## src/rtl/usb_bus_master_pkg.sv

```systemverilog
`default_nettype none
// ============================================================================
// Module  : usb_bus_master_pkg
// Brief   : Shared types and constants for the USB device-core bus master.
//           Holds the FSM state encoding and the CSR register map.
// Revision: 1.0 - initial release
// ============================================================================
package usb_bus_master_pkg;

    // Transaction sequencer states
    typedef enum logic [1:0] {
        ST_IDLE   = 2'd0,
        ST_ACCESS = 2'd1,
        ST_GAP    = 2'd2,
        ST_RESP   = 2'd3
    } state_t;

    // CSR register map (bus_addr[11] = 0)
    localparam logic [11:0] CSR_CTRL   = 12'h000;
    localparam logic [11:0] CSR_STATUS = 12'h001;
    localparam logic [11:0] CSR_EVT    = 12'h002;

    // bus_addr[11] = 1 selects EP status / buffer descriptors
    localparam int EPS_REGION_BIT = 11;

    // Ack-timeout counter width
    localparam int TMO_W = 16;

    // Cycles irq stays masked after an event fetch finishes on the bus
    localparam logic [1:0] HOLDOFF_CYCLES = 2'd3;

endpackage
`default_nettype wire

```

## src/rtl/usb_bus_master.sv

```systemverilog
`default_nettype none
// ============================================================================
// Module  : usb_bus_master
// Brief   : Single-outstanding initiator for the 16-bit USB core register
//           bus. Serves external requests and irq-driven event fetches with
//           round-robin arbitration, an ack timeout and a one-cycle bus gap.
// Revision: 1.0 - initial release
// ============================================================================
module usb_bus_master
    import usb_bus_master_pkg::*;
#(
    parameter int          TIMEOUT  = 255,
    parameter int          EVT_AUTO = 1,
    parameter logic [11:0] EVT_ADDR = CSR_EVT
) (
    input  logic        clk,
    input  logic        rst,
    // request stream
    input  logic        req_valid,
    output logic        req_ready,
    input  logic [11:0] req_addr,
    input  logic        req_we,
    input  logic [15:0] req_wdata,
    // response stream
    output logic        rsp_valid,
    input  logic        rsp_ready,
    output logic [15:0] rsp_rdata,
    output logic        rsp_err,
    output logic        rsp_evt,
    // device core
    input  logic        irq,
    output logic [11:0] bus_addr,
    output logic [15:0] bus_wdata,
    input  logic [15:0] bus_rdata,
    output logic        bus_cyc,
    output logic        bus_we,
    input  logic        bus_ack
);

    // Last ACCESS cycle index before the access is declared dead
    localparam logic [TMO_W-1:0] TMO_LAST = 16'(TIMEOUT - 1);
    localparam logic [TMO_W-1:0] TMO_MAX  = '1;
    localparam logic             EVT_EN   = (EVT_AUTO != 0);

    state_t           state;
    logic [TMO_W-1:0] tmo_cnt;
    logic [1:0]       holdoff;
    logic             prefer_evt;   // 1: event fetch wins the next contention
    logic             cur_evt;      // in-flight access is an event fetch

    logic evt_pending;
    logic grant_evt;
    logic grant_ext;
    logic timeout_hit;

    // Arbiter: decide which source (if any) starts an access this cycle
    always_comb begin
        evt_pending = EVT_EN && irq && (holdoff == 2'd0);
        grant_evt   = 1'b0;
        grant_ext   = 1'b0;
        if (state == ST_IDLE && !rsp_valid) begin
            if (evt_pending && (!req_valid || prefer_evt)) begin
                grant_evt = 1'b1;
            end else if (req_valid) begin
                grant_ext = 1'b1;
            end
        end
    end

    assign req_ready   = grant_ext;
    assign timeout_hit = (tmo_cnt >= TMO_LAST);

    // Transaction sequencer with registered bus and response outputs
    always_ff @(posedge clk or negedge rst) begin
        if (!rst) begin
            state      <= ST_IDLE;
            tmo_cnt    <= '0;
            holdoff    <= 2'd0;
            prefer_evt <= 1'b1;
            cur_evt    <= 1'b0;
            bus_addr   <= '0;
            bus_wdata  <= '0;
            bus_cyc    <= 1'b0;
            bus_we     <= 1'b0;
            rsp_valid  <= 1'b0;
            rsp_rdata  <= '0;
            rsp_err    <= 1'b0;
            rsp_evt    <= 1'b0;
        end else begin
            if (holdoff != 2'd0) begin
                holdoff <= holdoff - 2'd1;
            end

            case (state)
                ST_IDLE: begin
                    if (grant_evt) begin
                        bus_addr   <= EVT_ADDR;
                        bus_we     <= 1'b0;
                        bus_wdata  <= '0;
                        bus_cyc    <= 1'b1;
                        cur_evt    <= 1'b1;
                        prefer_evt <= 1'b0;
                        tmo_cnt    <= '0;
                        state      <= ST_ACCESS;
                    end else if (grant_ext) begin
                        bus_addr   <= req_addr;
                        bus_we     <= req_we;
                        bus_wdata  <= req_wdata;
                        bus_cyc    <= 1'b1;
                        cur_evt    <= 1'b0;
                        prefer_evt <= 1'b1;
                        tmo_cnt    <= '0;
                        state      <= ST_ACCESS;
                    end
                end

                ST_ACCESS: begin
                    // An ack on the timeout cycle still counts as success
                    if (bus_ack || timeout_hit) begin
                        rsp_rdata <= (bus_ack && !bus_we) ? bus_rdata : 16'h0000;
                        rsp_err   <= !bus_ack;
                        rsp_evt   <= cur_evt;
                        bus_cyc   <= 1'b0;
                        bus_we    <= 1'b0;
                        if (cur_evt) begin
                            holdoff <= HOLDOFF_CYCLES;
                        end
                        state     <= ST_GAP;
                    end else if (tmo_cnt != TMO_MAX) begin
                        tmo_cnt <= tmo_cnt + 16'd1;
                    end
                end

                ST_GAP: begin
                    rsp_valid <= 1'b1;
                    state     <= ST_RESP;
                end

                ST_RESP: begin
                    if (rsp_ready) begin
                        rsp_valid <= 1'b0;
                        state     <= ST_IDLE;
                    end
                end

                default: begin
                    state <= ST_IDLE;
                end
            endcase
        end
    end

endmodule
`default_nettype wire

```

## config.mk

```make
export PLATFORM = sky130hd
export DESIGN_NAME = usb_bus_master
export DESIGN_NICKNAME = d
export VERILOG_FILES = /design/src/rtl/usb_bus_master_pkg.sv /design/src/rtl/usb_bus_master.sv
export SDC_FILE = /design/constraint.sdc
export NUM_CORES = 1
export LEC_CHECK = 0
export ABC_CLOCK_PERIOD_IN_PS = 1750
export BUFFER_PORTS_ARGS = -buffer_cell sky130_fd_sc_hd__clkbuf_2
export CAP_MARGIN = 20
export CELL_PAD_IN_SITES_DETAIL_PLACEMENT = 1
export CELL_PAD_IN_SITES_GLOBAL_PLACEMENT = 1
export CORE_UTILIZATION = 36
export CTS_BUF_LIST = sky130_fd_sc_hd__clkbuf_8
export DETAILED_ROUTE_END_ITERATION = 10
export GPL_ROUTABILITY_DRIVEN = 0
export HOLD_SLACK_MARGIN = 0.05
export PLACE_DENSITY_LB_ADDON = 0.08
export SLEW_MARGIN = 0
export SYNTH_ARGS = -nofsm -noshare
export SYNTH_HDL_FRONTEND = slang
export SYNTH_SLANG_ARGS = --single-unit
export TNS_END_PERCENT = 1
```

## constraint.sdc

```tcl
create_clock -name clk -period 1.75 [get_ports clk]
set_input_delay 0.35 -clock clk [delete_from_list [all_inputs] [get_ports clk]]
set_output_delay 0.35 -clock clk [all_outputs]
set_load 0.005 [all_outputs]
```

==> metrics.txt <==
Post-Syn Instances 275; RR Endpoint tmo_cnt[1]; Synth top area share 55.49%; WHS Path Cells 3; DRT iter0 DRCs 81; CTS Buf Count 9; final setup vio count 7; #FFs+latches synth 71; final hold vios 0; global route overflow 0; post-route cell area 0.004457 sq mm; status finished with violations; Area contributors post-synth dfrtp_1 55%, a22o_1 7.8%, mux2i_1 7.6%; Worst Hold Endpoint bus_addr[1]; NetSw 0.002342 W; TritonCTS Sinks 71; post-synthesis compound-gate area fraction 13.52%; root buf cell clkbuf_8; CTS tree done; Finished Layout Cells 523; DP Area 0.004110 sq mm; H-tree Lvls 3; final WL 8228 um; Syn Nets 333; Die Area 0.009147 sq mm; row cnt 33; WP data required 1.40 ns; max_cap viols 0; Cells after DPL 500; mux share of post-synthesis cell area 8.680%; Sw Ratio 33.77%; period utilisation layout 105.2%; initial antenna violation count 0; crit path kind register to output port; flop2flop setup slack -0.04 ns; startpoint types register; Initial Util 37.85%; Vias 2640; total power 0.006934 W; crit-path leading delay family flip-flops; Die H 95.64 um; drt pass-1 iters 4; post-synthesis simple-gate area fraction 13.63%; area leader, netlist dfrtp_1; Avg Inst Size Synth 11.48 sq um; min-delay worst type primary input to register; layout cells sized above 1 44.26%; failing checks negative setup slack; core area 0.008341 sq mm; # DRC 0; wire per inst 15.73 um; hold_sp req_addr[1]; RSZ-0062 raised after global routing yes; die width 95.64 um; clock power share 19.9%; CP bufs+invs 2; crit path DAT 1.49 ns; Post-DP HPWL 5918 um; CP endpoint kind output port; post-synthesis sequential area ratio 56.32%; max_slew headroom 65.65%; vias in the first global route 2689; clk buf depth 2; Layout Nets 471; global-route wire length before repair 13340 um; Post-synth EDFFs 0; max incr delay on CP 0.39 ns; Distinct cells, synth 39; Total GRT Usage 19.47%; sequential power share 37.9%; Synth Area in XOR/XNOR 0%; Worst Tran Pin Value 0.5135 ns; Post-Route Setup TNS -0.2677 ns; asr flop ratio synth 100.0%; crit-path cells inv_2 -> ha_4 -> nor2b_4 -> nand2_2 -> a21oi_4 -> buf_2; Antenna diodes 0; Pint 0.004592 W; DR vias/cell 5.048; Clock Latency Late Sink 0.35 ns; area share of fa/ha/maj cells after synthesis 2.774%; boundary pin count 101; PnR worst setup slack -0.09103 ns; Slowest-stage cell, CP dfrtp_1; fmax 543.2 MHz; port buffer count 100; Synth Flop Type dfrtp_1; leak pwr 2.279 nW; post-route ant nets 0; peak supply drop 0.6923 mV; Comb pwr share 42.1%; Power Dens Cells 1556 mW/mm^2; largest net degree at the start of global routing 29; R2R Path Start state[1]; Tmin final 1.841 ns; CP Max Fanout 3; clk_skew 0.01150 ns; Layout area overhead 41.18%; Synth Cell Area 0.003157 sq mm; clk slew on worst S/H paths 0.07 ns; largest family of logic cells by synthesized area simple AND/OR/NAND/NOR gates; Max Transition Viols Final 0; R2R depth 6; synth warn 0
## synthesized netlist by cell type (4+ instances only)
master,count
inv_1,27
dfrtp_1,70
and2_1,6
nor2b_1,4
nand4_1,4
nor3_1,4
nor2_1,8
nor4_1,4
mux2i_1,24
clkbuf_1,10
a22o_1,28
nand2b_1,5
nand3_1,4
nand2_1,28
ha_1,7
o21a_1,4
o21ai_0,5
## cells by family (layout without fill, tap and decap cells)
group | count (synthesis) | in the layout
DFF | 71 | 71
adders and majority gates | 7 | 7
AOI/OAI and AO/OA | 52 | 52
and+or+nand+nor | 78 | 78
muxes | 27 | 27
buffers and inverters | 40 | 183
## placed cells by master, fill, tap and decap left out, drive strengths merged, types with 5 or more instances in the layout
master    n
nor4      5
and2      6
nand2b    5
a22o     30
nor2      8
nand2    28
inv      29
o21ai     5
mux2i    24
clkbuf  109
ha        7
nor3      6
dfrtp    70
buf      41
## registers in the layout, indices dropped and copies added (netlist names), 2 cells and up
name,count
rsp_rdata,16
bus_addr,12
tmo_cnt,16
bus_wdata,16
state,2
holdoff,2
## worst max-delay path by stage
stage,start,to,slack [ns],cells after the start
final,state[1],req_ready,-0.09,6
after global routing,state[1],req_ready,-0.17,6
after CTS,state[1],req_ready,-0.13,6
after detailed placement,tmo_cnt[0],tmo_cnt[1],-0.10,6
after global placement,tmo_cnt[0],tmo_cnt[1],-0.05,6
after floorplan,holdoff[0],tmo_cnt[1],-0.05,5
## area by class of cell
| class | count | area [sq um] |
|---|---|---|
| fillers | 955 | 3884 |
| flip-flops and latches | 71 | 1778 |
| multi-input cells | 164 | 1363 |
| repair buffers | 140 | 875.8 |
| clock buffers | 11 | 151.4 |
| well taps | 105 | 131.4 |
| inverters | 27 | 101.3 |
| clock inverters | 5 | 56.30 |
## worst reg2reg max path, cell delays in order, from the launching register on
cell and delay [ns]:
dfrtp_1 0.39, inv_2 0.11, ha_4 0.17, o211ai_1 0.18, nor3_4 0.46, nor3_4 0.07, mux2_4 0.31
## power groups by stage
stage	clock [W]	combinational (W)	sequential, W
after floorplan	0	0.00135	0.00268
after global placement	0	0.00266	0.00264
after detailed placement	0	0.00277	0.00264
after CTS	0.00142	0.00292	0.00263
after global routing	0.00149	0.00324	0.00271
final	0.00138	0.00292	0.00263
## per-stage QoR
| stage | worst slack, ns | hold slack [ns] | utilization [%] |
|---|---|---|---|
| CTS | -0.1321 | 0.1958 | 52.82 |
| finish | -0.09103 | 0.2088 | 53.44 |
| global placement | -0.05365 | 0.3101 | 49.28 |
| floorplan | -0.04993 | 0.05441 | - |
| detailed placement | -0.1027 | 0.3123 | 49.28 |
| global route | -0.1741 | 0.2057 | 53.44 |
## routing by layer
metal  vias to the layer above  GRT usage, %  share of wire [%]
met4                         0         5.970               0.89
li1                       1243             -                  -
met1                      1317         26.18                 45
met5                         -             0                  0
met3                         9         5.582                5.8
met2                        71         30.36                 48
## timing repair
item,in CTS,in global routing
hold buffers,1,0
gates resized for setup,10,10
pin swaps,2,5
endpoints found under the setup margin,50,57
endpoints found under the hold margin,26,0
buffers inserted,5,1
Note: power is estimated with default switching activity, not from simulation.
